$ cat config.mk
export PLATFORM = sky130hd
export DESIGN_NAME = cla_nibble_seq
export DESIGN_NICKNAME = d
export VERILOG_FILES = /design/src/rtl/cla_pkg.sv /design/src/rtl/cla4_slice.sv /design/src/rtl/cla_nibble_seq.sv
export SDC_FILE = /design/constraint.sdc
export NUM_CORES = 1
export LEC_CHECK = 0
export ABC_AREA = 1
export CAP_MARGIN = 0
export CELL_PAD_IN_SITES_DETAIL_PLACEMENT = 1
export CELL_PAD_IN_SITES_GLOBAL_PLACEMENT = 1
export CORE_AREA = 2 2 101 84
export CTS_BUF_LIST = sky130_fd_sc_hd__clkbuf_8
export DETAILED_ROUTE_END_ITERATION = 7
export DIE_AREA = 0 0 103 86
export PLACE_DENSITY_LB_ADDON = 0.3
export SLEW_MARGIN = 20
export SYNTH_ARGS = -nofsm -noshare
export SYNTH_HDL_FRONTEND = slang
export SYNTH_HIERARCHICAL = 1
export SYNTH_SLANG_ARGS = --single-unit
$ cat constraint.sdc
create_clock -name clk -period 2.7 [get_ports clk]
set_clock_uncertainty 0.2 [all_clocks]
set_input_delay 0.675 -clock clk [delete_from_list [all_inputs] [get_ports clk]]
set_output_delay 0.675 -clock clk [all_outputs]
set_load 0.005 [all_outputs]
$ cat src/rtl/cla_pkg.sv
`default_nettype none
// ============================================================================
// Module   : cla_pkg
// Brief    : Shared types and constants for the nibble-serial CLA adder.
// Revision : 1.0 - initial release
// ============================================================================
package cla_pkg;

   // Controller state encoding
   typedef enum logic [1:0] {
      IDLE = 2'd0,
      RUN  = 2'd1,
      DONE = 2'd2
   } state_t;

   // Width of the time-shared lookahead slice
   localparam int SLICE_W = 4;

   // Operand width must split into whole nibbles, with at least two of them
   function automatic bit width_ok(input int w);
      return ((w % SLICE_W) == 0) && (w >= 2 * SLICE_W);
   endfunction

endpackage
`default_nettype wire

$ cat src/rtl/cla4_slice.sv
`default_nettype none
// ============================================================================
// Module   : cla4_slice
// Brief    : Combinational 4-bit carry-lookahead adder slice.
// Revision : 1.0 - initial release
// ============================================================================
module cla4_slice (
   input  logic [3:0] a,
   input  logic [3:0] b,
   input  logic       c0,
   output logic [3:0] s,
   output logic       c4
);

   logic [3:0] w_p;
   logic [3:0] w_g;
   logic [3:0] w_c;

   assign w_p = a ^ b;
   assign w_g = a & b;

   // Every carry is a flat sum of products, so no carry ripples through the slice
   always_comb begin
      w_c[0] = c0;
      w_c[1] = w_g[0]
             | (w_p[0] & c0);
      w_c[2] = w_g[1]
             | (w_p[1] & w_g[0])
             | (w_p[1] & w_p[0] & c0);
      w_c[3] = w_g[2]
             | (w_p[2] & w_g[1])
             | (w_p[2] & w_p[1] & w_g[0])
             | (w_p[2] & w_p[1] & w_p[0] & c0);
      c4     = w_g[3]
             | (w_p[3] & w_g[2])
             | (w_p[3] & w_p[2] & w_g[1])
             | (w_p[3] & w_p[2] & w_p[1] & w_g[0])
             | (w_p[3] & w_p[2] & w_p[1] & w_p[0] & c0);
   end

   assign s = w_p ^ w_c;

endmodule
`default_nettype wire

$ cat src/rtl/cla_nibble_seq.sv
`default_nettype none
// ============================================================================
// Module   : cla_nibble_seq
// Brief    : Multi-cycle WIDTH-bit adder/subtractor reusing one 4-bit CLA
//            slice, one nibble per cycle LSB first, with valid/ready on both
//            the request and the result side.
// Revision : 1.0 - initial release
// ============================================================================
module cla_nibble_seq
   import cla_pkg::*;
#(
   parameter int WIDTH = 16
) (
   input  logic             clk,
   input  logic             rst_n,
   input  logic             start_valid,
   output logic             start_ready,
   input  logic [WIDTH-1:0] a,
   input  logic [WIDTH-1:0] b,
   input  logic             cin,
   input  logic             sub,
   output logic             result_valid,
   input  logic             result_ready,
   output logic [WIDTH-1:0] sum,
   output logic             cout,
   output logic             ovf
);

   localparam int NSLICE = WIDTH / SLICE_W;
   localparam int IDX_W  = (NSLICE > 1) ? $clog2(NSLICE) : 1;
   localparam logic [IDX_W-1:0] c_last_idx = IDX_W'(NSLICE - 1);

   // Reject illegal widths at elaboration
   if (!width_ok(WIDTH)) begin : g_bad_width
      $error("cla_nibble_seq: WIDTH must be a multiple of 4 and at least 8");
   end

   state_t           r_state;
   logic [WIDTH-1:0] r_a;
   logic [WIDTH-1:0] r_b;
   logic             r_carry;
   logic [IDX_W-1:0] r_idx;
   logic [WIDTH-1:0] r_sum;
   logic             r_cout;
   logic             r_ovf;
   logic             r_result_valid;
   logic             r_start_ready;

   logic [3:0]       w_slice_a;
   logic [3:0]       w_slice_b;
   logic [3:0]       w_slice_s;
   logic             w_slice_c4;

   assign w_slice_a = r_a[SLICE_W*r_idx +: SLICE_W];
   assign w_slice_b = r_b[SLICE_W*r_idx +: SLICE_W];

   cla4_slice u_slice (
      .a  (w_slice_a),
      .b  (w_slice_b),
      .c0 (r_carry),
      .s  (w_slice_s),
      .c4 (w_slice_c4)
   );

   // Controller: capture operands, walk the nibbles, hold the result until taken
   always_ff @(posedge clk) begin
      if (!rst_n) begin
         r_state        <= IDLE;
         r_a            <= '0;
         r_b            <= '0;
         r_carry        <= 1'b0;
         r_idx          <= '0;
         r_sum          <= '0;
         r_cout         <= 1'b0;
         r_ovf          <= 1'b0;
         r_result_valid <= 1'b0;
         r_start_ready  <= 1'b1;
      end else begin
         case (r_state)
            IDLE: begin
               if (start_valid) begin
                  // Subtraction is a + ~b + 1; cin is ignored in that mode
                  r_a           <= a;
                  r_b           <= sub ? ~b : b;
                  r_carry       <= sub ? 1'b1 : cin;
                  r_idx         <= '0;
                  r_sum         <= '0;
                  r_start_ready <= 1'b0;
                  r_state       <= RUN;
               end
            end
            RUN: begin
               r_sum[SLICE_W*r_idx +: SLICE_W] <= w_slice_s;
               r_carry <= w_slice_c4;
               r_idx   <= r_idx + 1'b1;
               if (r_idx == c_last_idx) begin
                  r_cout         <= w_slice_c4;
                  // Like-signed operands giving an opposite-signed sum overflow
                  r_ovf          <= (r_a[WIDTH-1] == r_b[WIDTH-1]) &&
                                    (w_slice_s[3] != r_a[WIDTH-1]);
                  r_result_valid <= 1'b1;
                  r_state        <= DONE;
               end
            end
            DONE: begin
               if (result_ready) begin
                  r_result_valid <= 1'b0;
                  r_start_ready  <= 1'b1;
                  r_state        <= IDLE;
               end
            end
            default: begin
               r_result_valid <= 1'b0;
               r_start_ready  <= 1'b1;
               r_state        <= IDLE;
            end
         endcase
      end
   end

   assign start_ready  = r_start_ready;
   assign result_valid = r_result_valid;
   assign sum          = r_sum;
   assign cout         = r_cout;
   assign ovf          = r_ovf;

endmodule
`default_nettype wire
* Yosys cells after proc, flatten, opt, wreduce, memory -nomap -nowiden
Cells that the tools add are included.
Widths: inputs -> output; s select.
** Operators by class
- Mux-type cells :: 19
- Div/mod/pow operators :: 0
- Multiply operators :: 0
- Reduce and logical (&&, ||, !) cells :: 9
- Eq/ne operators :: 8
- $lt $le $gt $ge :: 0
- Bitwise operators :: 32
- $add $sub $neg :: 2
- Shifts and indexed selects :: 4
** Operator list (count)
- $neg 4->34 :: 1
- $shift 4x34->16 const A :: 1
- $shiftx 4x34->16 :: 1
- $mux 16 :: 2
- $pmux 16 s2 :: 1
- $shiftx 16x5->4 :: 2
- $and 1x1->1 :: 16
- $bwmux 16 :: 1
- $not 16->16 :: 1
- $or 1x1->1 :: 10
- $reduce_and 3->1 :: 3
- $mux 2 :: 4
- $xor 4x4->4 :: 2
- $mux 1 :: 6
- $ne 2x2->1 const B :: 3
- $pmux 1 s3 :: 2
- $pmux 2 s3 :: 1
- $reduce_and 2->1 :: 3
- $and 4x4->4 :: 1
- $eq 2x2->1 const B :: 2
- $pmux 2 s2 :: 1
- $add 2x1->2 const B :: 1
- $eq 2x1->1 const B :: 1
- $logic_not 2->1 :: 1
- other kinds (6) :: 7
** Word-level totals
- Bits in latches :: 0
- Register bits :: 57
- Input port bits :: 38
- RAM bits :: 0
- Output and inout bits :: 20
- Bits in read-only memories :: 0
- Word-level logic and storage cells :: 84
- Memories :: 0

* Logic depth before layout (Yosys ltp)
Gate-level depths: netlist of run 1.
- Depth after elaboration :: 10
- Mapped depth :: 18
- Gate-level depth less buffers :: 16

* Modules after synthesis
The synthesis of run 1 kept the hierarchy.
** By module, submodules not included
- cla_nibble_seq :: area an instance 2718.9 µm², times used 1, sequential area each 1141.1 µm², cells an instance 386
- cla4_slice :: area an instance 188.9 µm², times used 1, sequential area each 0.0 µm², cells an instance 31

* Least setup slack after synthesis of run 1
No wires, ideal clock.
- Path type :: flip-flop to flip-flop
- From :: register r_idx[0]
- To :: register r_ovf, in the netlist ovf
- Required time :: 2.384 ns
- Setup slack :: 0.367 ns
- Setup time :: 0.116 ns
- Data arrival time :: 2.017 ns
- Clock period less this slack :: 2.333 ns
- Stages on the path, launching flop included :: 18
- Buffers on the path :: 2
- Cells stage by stage :: dfxtp_1 buf_2 inv_2 buf_2 o21ai_0 o22ai_1 ha_1 or2_0 nand2_1 nand2_1 nand2_1 nand2_1 inv_1 nor2_1 nand2_1 nand2_1 nor2_1 nor2_1
** Between the ends
- Longest elaborated chain between the ends :: 9
- Elaborated cells on any way between the ends :: 17
- Classes of those cells :: 2 x eq/ne; 2 x shift; 11 x bitwise; 2 x reduce/logical
** Ends and longest elaborated chain
- from (decl) :: line cla_nibble_seq.sv:42 : logic [IDX_W-1:0] r_idx;
- from (signal assigned) :: line cla_nibble_seq.sv:95 : r_idx <= r_idx + 1'b1;
- $shiftx 16x5->4 * :: line cla_nibble_seq.sv:54 : assign w_slice_a = r_a[SLICE_W*r_idx +: SLICE_W];
- via w_slice_a[2] :: line cla_nibble_seq.sv:49 : logic [3:0] w_slice_a;
- $xor 4x4->4 :: line cla4_slice.sv:19 : assign w_p = a ^ b;
- $and 1x1->1 (on tied branches) :: line cla4_slice.sv:31, cla4_slice.sv:32, cla4_slice.sv:33
- $or 1x1->1 (tied with other cells) :: line cla4_slice.sv:31 : | (w_p[2] & w_g[1])
- $or 1x1->1 / $and 1x1->1 (equally long branches) :: line cla4_slice.sv:32, cla4_slice.sv:33
- $or 1x1->1 * :: line cla4_slice.sv:33 : | (w_p[2] & w_p[1] & w_p[0] & c0);
- $xor 4x4->4 * :: line cla4_slice.sv:41 : assign s = w_p ^ w_c;
- via w_slice_s[3] :: line cla_nibble_seq.sv:51 : logic [3:0] w_slice_s;
- $ne 1x1->1 * :: line cla_nibble_seq.sv:100 : (w_slice_s[3] != r_a[WIDTH-1]);
- $logic_and 1x1->1 * :: line cla_nibble_seq.sv:99 : r_ovf <= (r_a[WIDTH-1] == r_b[WIDTH-1]) &&
- to (signal assigned) :: line cla_nibble_seq.sv:99
- to (decl) :: line cla_nibble_seq.sv:45 : logic r_ovf;
The timed path passes the listed nets; every way through them passes the cells marked *.
A chain may end at the register's enable or synchronous reset.

* Worst setup path in the final report of run 1
- From :: register r_idx[1]
- To :: register r_sum[13], in the netlist sum[13]
** Between the ends
- Elaborated cells on any way between the ends :: 25
- Classes of those cells :: 1 x add/sub; 4 x shift; 2 x mux; 18 x bitwise
** RTL lines
- $shiftx 16x5->4 * :: line cla_nibble_seq.sv:55 : assign w_slice_b = r_b[SLICE_W*r_idx +: SLICE_W];
- via w_slice_b[0] :: line cla_nibble_seq.sv:50 : logic [3:0] w_slice_b;
- $xor 4x4->4 :: line cla4_slice.sv:19
- $and 1x1->1 :: line cla4_slice.sv:26 : | (w_p[0] & c0);
- $or 1x1->1 * :: line cla4_slice.sv:26
- $xor 4x4->4 * :: line cla4_slice.sv:41
- via w_slice_s[1] :: line cla_nibble_seq.sv:51
- $shiftx 4x34->16 * :: line cla_nibble_seq.sv:93 : r_sum[SLICE_W*r_idx +: SLICE_W] <= w_slice_s;
- $bwmux 16 * :: line cla_nibble_seq.sv:93
- $pmux 16 s2 * :: line cla_nibble_seq.sv:79 : case (r_state)
- to (signal, indexed assignment) :: line cla_nibble_seq.sv:93
- to (decl) :: line cla_nibble_seq.sv:43 : logic [WIDTH-1:0] r_sum;
Marks and branches as above.

==> results of run 1 <==
[what timing repair did]
item | 4_1_cts | 5_1_grt
setup endpoints to repair | 0 | 4
resized for setup | 0 | 4
buffers inserted | 0 | 3
[cells in the mapped netlist, drive strengths merged]
library cell    n  share of area
or2             1         0.0022
xnor2          17          0.051
buf            15          0.040
nand3b          3         0.0077
nand3          29          0.050
clkbuf          6         0.0077
o22ai           8          0.017
a21oi          21          0.036
fa              1         0.0069
nand4           2         0.0043
dfxtp          57           0.39
ha             10          0.043
inv            25          0.032
o21ai          34          0.059
nor2          103           0.14
a21boi          1         0.0026
clkinv          2         0.0030
nand2          82           0.11
[state kept, by name (all words and copies together), names as in the netlist]
signal	flops
start_ready	1
r_state	2
sum	16
r_idx	2
result_valid	1
cout	1
r_carry	1
r_a	16
ovf	1
r_b	16
[per-layer routing]
layer,global-route usage,wire (um),vias up,share of wire
met5,0,0,-,0
met4,0.0538,80,0,0.010
met3,0.0440,334,10,0.042
met2,0.312,3590,57,0.45
met1,0.256,3920,1338,0.49
li1,-,-,1439,-
[critical path, delay by kind of cell, from the launching register on]
| family | cells | cell delay [ns] |
|---|---|---|
| and+or+nand+nor | 3 | 0.31 |
| adders and majority gates | 1 | 0.41 |
| xor gates and xnor gates | 1 | 0.22 |
| DFF | 1 | 0.45 |
| AOI/OAI and AO/OA | 3 | 0.49 |
| buffers and inverters | 2 | 0.29 |
[power by group]
group	internal, uW	switching (uW)
logic	202	261
clock network	465	327
registers	897	40.3
[cell type report]
| type | count | area (um2) |
|---|---|---|
| Fill cell | 1030 | 4000 |
| Timing Repair inverter | 1 | 7.51 |
| Clock inverter | 4 | 43.8 |
| Clock buffer | 11 | 151 |
| Multi-Input combinational cell | 312 | 1530 |
| Tap cell | 108 | 135 |
| Inverter | 27 | 106 |
| Sequential cell | 57 | 1140 |
| Timing Repair Buffer | 68 | 657 |
[per-stage QoR]
| step | util | instances | setup WS (ns) | power (uW) | area [um2] |
|---|---|---|---|---|---|
| 2_1_floorplan | - | 417 | 0.367 | 1260 | 2910 |
| 3_3_place_gp | 0.455 | 569 | 0.336 | 1400 | 3530 |
| 3_5_place_dp | 0.455 | 569 | 0.226 | 1420 | 3530 |
| 4_1_cts | 0.480 | 584 | 0.181 | 2210 | 3730 |
| 5_1_grt | 0.485 | 588 | 0.0239 | 2330 | 3770 |
| 6_report | 0.485 | 588 | 0.236 | 2190 | 3770 |
[how the worst max path moves through the flow]
stage	startpoint	end	slack, ns	cells after the start
2_1_floorplan	r_idx[0]$_SDFFE_PN0P_	ovf$_SDFFE_PN0P_	0.37	17
3_3_place_gp	r_idx[1]$_SDFFE_PN0P_	sum[13]$_SDFFE_PN0P_	0.34	10
3_5_place_dp	r_idx[1]$_SDFFE_PN0P_	sum[13]$_SDFFE_PN0P_	0.23	10
4_1_cts	r_idx[1]$_SDFFE_PN0P_	sum[13]$_SDFFE_PN0P_	0.18	10
5_1_grt	r_idx[1]$_SDFFE_PN0P_	sum[13]$_SDFFE_PN0P_	0.02	10
6_report	r_idx[1]$_SDFFE_PN0P_	sum[13]$_SDFFE_PN0P_	0.24	10
[cells by family after synthesis]
kind of cell               Yosys count
DFF                                 57
and+or+nand+nor                    220
xor gates and xnor gates            17
buffers and inverters               48
AOI/OAI and AO/OA                   64
adders and majority gates           11
==> summary.md, run 1 <==
The run finished with clean final reports. The routability-driven placement congestion ratio was 0.872. The floorplan step defined a die boundary enclosing 0.00886 mm2. Detailed-placement wirelength estimate: 5.82 mm. Entering global routing, the biggest net connects 39 pins. The critical path goes through buf_4, o21ai_0, o22ai_1, inv_1, fa_1, xnor2_1, nand2_1, nor2_1, nand2_1, a21oi_1. The synthesized-area fraction occupied by adder cells works out to 0.0499. The basic-gate share of the synthesized area counting and, or, nand and nor cells came out at 0.309. The critical hold path startpoint was start_ready$_SDFFE_PN1P_. In this run the deepest clock path goes through 2 buffers. The final number of max-transition violations is 0, and the worst hold path stage count is 2. The tools report the final count of negative-setup-slack endpoints as 0. CTS placed an instance of sky130_fd_sc_hd__clkbuf_8 at the clock tree root. The area share of xor/xnor cells in the synthesized design was 0.0512; the area growth from synthesis to layout was 29.6%. In this run the mean area of a mapped cell was 6.97 um2. The library cell used most frequently in the layout, excluding fill and tap cells, is sky130_fd_sc_hd__nor2_1.

Across all register-to-register paths, the minimum setup slack is 0.24 ns. The hold path endpoint is start_ready$_SDFFE_PN1P_. The routed design has 7.92 mm of wire.

Power spread over the standard cell area amounts to 582 mW/mm2. For the detailed-routing iteration count for the pre-antenna-repair pass, the log shows 4. The tightest min-delay check is of the reg2reg type.

Max-cap violations in this run came to 0. The final layout net count is 525, and the post-detailed-route via-to-cell ratio is 4.84. By area, the combinational part of the netlist is dominated by simple AND/OR/NAND/NOR gates. In the routed design, unresolved DRC markers number 0.

The worst setup path is captured at a flip-flop. Data on the critical path is required at its endpoint by 2.74 ns. The repair_antennas step left the layout with diodes totalling 0. The library cells used most frequently in the layout, excluding fill and tap cells, are sky130_fd_sc_hd__nor2_1, sky130_fd_sc_hd__nand2_1, sky130_fd_sc_hd__clkdlybuf4s50_1.

The type of the worst setup path is reg2reg. The maximum VDD drop was 0.000243 V; the hold buffer count at cts was 0. At the later pin of the worst-skew pair, clock insertion delay measures 0.33 ns. The slowest stage cell on the critical path is sky130_fd_sc_hd__dfxtp_2. The number of global-route vias before repair was 2,848; the count of different cell masters after synthesis was 27. Setup total negative slack on the finished layout was measured at 0 ns. The wire length of the first global-routing pass is 13.4 mm, and the transition time at the pin with the least slew margin is 0.554 ns. The peak per-stage delay on the critical path works out to 0.45 ns.

During synthesis, Yosys emitted a total of 6 warnings. For this run the aggregate overflow at the end of global routing stands at 0. The fraction of final layout cells with drive strength greater than 1 works out to 0.0688.

The final count of hold timing violations was 0. The detailed router finished its first iteration with 47 violations. For the data arrival at the endpoint of the critical path, the log shows 2.50 ns. TritonCTS built the clock tree. The mux contribution to synthesized area is 0. For the headroom to the max-slew limit, the log shows 0.629. The maximum clock frequency was 0.406 GHz; the worst hold-check slack was 0.284 ns.

The number of cells on the worst reg-to-reg path works out to 10. The global-route total usage across every layer was 0.192. The run gives 0.392 as the sequential share of the synthesized area.

In this run the critical register-to-register path is launched from r_idx[1]$_SDFFE_PN0P_. Buffers inserted during clock tree synthesis total 9. The run gives 2,844 as the detailed-route via count. The height of the die came out at 86 um. In this run, synthesis produced a sequential element count of 57. The H-tree generated during clock tree synthesis spans 3 levels.

Summing every instance area after synthesis gives 0.00291 mm2. The tools report the initial antenna violation count as 0. The period utilization was 0.913.

For the placeable core area, the log shows 0.00776 mm2. Synthesis produced a netlist whose cell count is 417. Clock-pin slew was measured on the worst setup and hold paths at 0.07 ns. The detail route stage leaves a number of antenna-violating nets equal to 0. The die is 103 um wide.

The count of buffers from port buffering is 57, and the compound-cell area share of the yosys netlist is 0.114. The logs give 0.374 for the initial core utilization and 58 for the number of top-level pins. For the leakage power total, the log shows 0.00158 uW. In this run the worst path has a maximum fanout of 8. In this run the core area contains 29 standard-cell rows. The worst reg2reg path endpoint was sum[13]$_SDFFE_PN0P_. The most frequent cell on the critical path is sky130_fd_sc_hd__nand2_1. The number of nets handed over by synthesis was 466. Setup repair after global routing left no endpoint under its margin.

Counting every sink on the clock net gives 57. The clock period could shrink to 2.46 ns. The detailed-route wire length per cell works out to 13.5 um.

STA classifies the critical path startpoint as a flip-flop.
No activity file was read; power rests on OpenSTA's default activity.
==> run 2: changes to the inputs <==
CELL_PAD_IN_SITES_DETAIL_PLACEMENT = default   (was 1)
CELL_PAD_IN_SITES_GLOBAL_PLACEMENT = default   (was 1)
CORE_AREA = 2 2 99 82   (was 2 2 101 84)
CTS_BUF_LIST = sky130_fd_sc_hd__clkbuf_2   (was sky130_fd_sc_hd__clkbuf_8)
DIE_AREA = 0 0 101 84   (was 0 0 103 86)
==> run 2 against run 1 <==
  * Sequential share of layout area rose by 1.2 points
  * Die area fell by 4.2%
  * Sequential power barely moved
  * Worst setup slack improved by 0.028 ns
  * Register-to-register slack improved by 0.03 ns
  * Flip-flop and latch count did not move
  * Non-clock buffer count fell by 4
  * Highest routed layer unchanged
  * Largest cell class unchanged
  * Critical endpoint unchanged
  * Wire length fell by 16%
  * Critical path type unchanged
  * Via count fell by 5.9%
  * Cell count fell by 3.2%
  * Total power fell by 14%
==> summary.md, run 2 (synthesis gave the netlist of run 1 again) <==
For the final number of max-transition violations, the log shows 0. After routing, the total negative slack on setup checks comes to 0 ns. After layout, the minimum clock period comes to 2.44 ns. The first global-routing pass estimated 11.8 mm of wire. Period utilization: 0.902. The tools report the detailed-placement wirelength estimate as 4.90 mm.

The maximum number of pins on one net before global-route repair is 39, and the detailed-route wire length per cell is 11.7 um. Power spread over the standard cell area amounts to 520 mW/mm2. The run gives 58 as the number of top-level pins. After clock tree synthesis, the clock-pin slew on the worst setup and hold paths is 0.16 ns. Wires add up to 6.65 mm.

Counting tap cells, the placed design contains a total of 553 instances. In the routed design, unresolved DRC markers number 0. Dividing the detail-routed via count by the number of cells gives 4.70. The tools report the number of global-route vias before repair as 2,495. Final count of hold timing violations: 0.

In this run the remaining antenna-violating nets after routing total 0. The longest clock path from root to sink contains 2 buffers. In this run, the number of DRC markers left after iteration 0 of detailed routing was 105. TritonCTS built the clock tree. STA classifies the critical path endpoint as a flip-flop. The fraction of final layout cells with drive strength greater than 1 is 0.0525.

For the reported net switching power, the log shows 575 uW. The number of inserted diodes is 0. The tools report the clock group share of total power as 0.267.

The global-route total usage across every layer was 0.175. The final count of negative-setup-slack endpoints came out at 0. In this run the clock root is driven by a sky130_fd_sc_hd__clkbuf_2. Full die area: 0.00848 mm2. On the final layout, the worst hold slack is 0.283 ns. For this run, the top clock speed supported by timing is 0.411 GHz.

The number of cell rows came out at 29. Setup repair after global routing left no endpoint under its margin. The share of total power consumed by net switching came out at 0.305. The tools report the sequential share of power as 0.496.

The critical path in this run is classified as reg2reg. The first detailed-routing pass took 4 iterations. The critical path starts at r_idx[0]$_SDFFE_PN0P_. The setup check on the worst reg-to-reg path leaves a slack of 0.26 ns. The non-filler instance count after layout came out at 569.

The total overflow reported by the global router came out at 0. The die is 84 um tall. The later pin in the worst-skew pair is clocked with a latency of 0.48 ns.

The region available for standard cell placement spans 0.00762 mm2. Leaving out fill and tap cells, the most frequent cell in the layout is sky130_fd_sc_hd__nor2_1. Count of buffers from port buffering: 57. The logs give 2.91 ns for the data required time of the worst path and 0.666 for the headroom to the max-slew limit. Compared with the post-synthesis result, the final layout area differs by 24.6%. The logs give 0 for the initial antenna violation count and 520 for the final layout net count. The min-delay analysis places its worst path in the category reg2reg. The cell internal power dissipation is 1310 uW. Across the run, the number of max-cap violations was 0. In this run, CTS created clock tree buffers numbering 9. The worst register-to-register path begins at r_idx[0]$_SDFFE_PN0P_. STA classifies the critical path startpoint as a flip-flop. The data arrival at the endpoint of the critical path came out at 2.65 ns.

The number of H-tree branching levels came out at 3. The tools report the count of fill cells added during filler insertion as 783. The logs give 0.894 for the routability-driven placement congestion ratio and 0.382 for the initial core utilization. The endpoint identified for the worst register-to-register timing path is sum[13]$_SDFFE_PN0P_. Post-CTS timing repair inserted 0 buffers for setup. The analysis attributes to cell leakage a power of 0.00153 uW. Buffers inserted to repair hold after CTS numbered 0.

The width of the die works out to 101 um. In the layout the commonest cells are sky130_fd_sc_hd__nor2_1, sky130_fd_sc_hd__nand2_1, sky130_fd_sc_hd__dfxtp_1, sky130_fd_sc_hd__clkdlybuf4s50_1, sky130_fd_sc_hd__o21ai_0. The tools report the combinational share of power as 0.238. Following the worst setup path forward leads to its endpoint at sum[13]$_SDFFE_PN0P_. The clock net in this run drives a total of 57 sinks.

The flow ran to the end, and the final reports show no timing, DRC or antenna violations. The run gives 0.000217 V as the maximum VDD drop. The tools report the detailed-route via count as 2,677. The number of gates resized after CTS is 0.

At the pin with the least slew margin, the transition time is 0.498 ns. The top fanout value on the critical path is 21. The number of cells on the worst reg-to-reg path works out to 10.
==> run 2: power by group through the flow <==
stage,clock network [uW],logic (uW),registers [uW]
6_report,503,448,934
5_1_grt,571,519,942
4_1_cts,526,452,934
3_5_place_dp,0,449,952
3_3_place_gp,0,443,951
2_1_floorplan,0,325,937
==> run 2: layout make-up <==
type | instances | area [um2] | area share
multi-input combinational | 312 | 1530 | 0.421
clock buffer | 11 | 55.1 | 0.0152
inverter | 27 | 103 | 0.0283
timing repair buffer | 64 | 636 | 0.175
sequential | 57 | 1140 | 0.315
clock inverter | 5 | 46.3 | 0.0128
tap | 93 | 116 | 0.0321
==> run 2: layer usage <==
metal,GRT usage,vias to the layer above,part of all wire
li1,-,1439,-
met1,0.252,1177,0.52
met2,0.248,59,0.42
met3,0.0528,2,0.054
met4,0.0565,0,0.0054
met5,0,-,0
==> run 2: per-stage QoR <==
step	power (uW)	worst slack, ns	cell area (um2)	utilization
finish	1880	0.264	3620	0.475
global route	2030	0.0477	3620	0.475
CTS	1910	0.277	3620	0.475
detailed placement	1400	0.315	3520	0.462
global placement	1390	0.379	3520	0.462
floorplan	1260	0.367	2910	-
==> run 2: worst min-delay path by stage <==
stage,startpoint,cells past startpoint,end
2_1_floorplan,r_b[8]$_SDFFE_PN0P_,2,r_b[8]$_SDFFE_PN0P_
3_3_place_gp,cout$_SDFFE_PN0P_,2,cout$_SDFFE_PN0P_
3_5_place_dp,cout$_SDFFE_PN0P_,2,cout$_SDFFE_PN0P_
4_1_cts,cout$_SDFFE_PN0P_,2,cout$_SDFFE_PN0P_
5_1_grt,cout$_SDFFE_PN0P_,2,cout$_SDFFE_PN0P_
6_report,cout$_SDFFE_PN0P_,2,cout$_SDFFE_PN0P_
==> run 2: critical path, cell delays in order (launching register included) <==
cell and delay (ns):
sky130_fd_sc_hd__dfxtp_1 0.38, sky130_fd_sc_hd__buf_4 0.24, sky130_fd_sc_hd__o21ai_0 0.12, sky130_fd_sc_hd__o22ai_1 0.23
sky130_fd_sc_hd__inv_1 0.10, sky130_fd_sc_hd__fa_1 0.44, sky130_fd_sc_hd__xnor2_1 0.23, sky130_fd_sc_hd__nand2_1 0.11
sky130_fd_sc_hd__nor2_1 0.14, sky130_fd_sc_hd__nand2_1 0.08, sky130_fd_sc_hd__a21oi_1 0.12
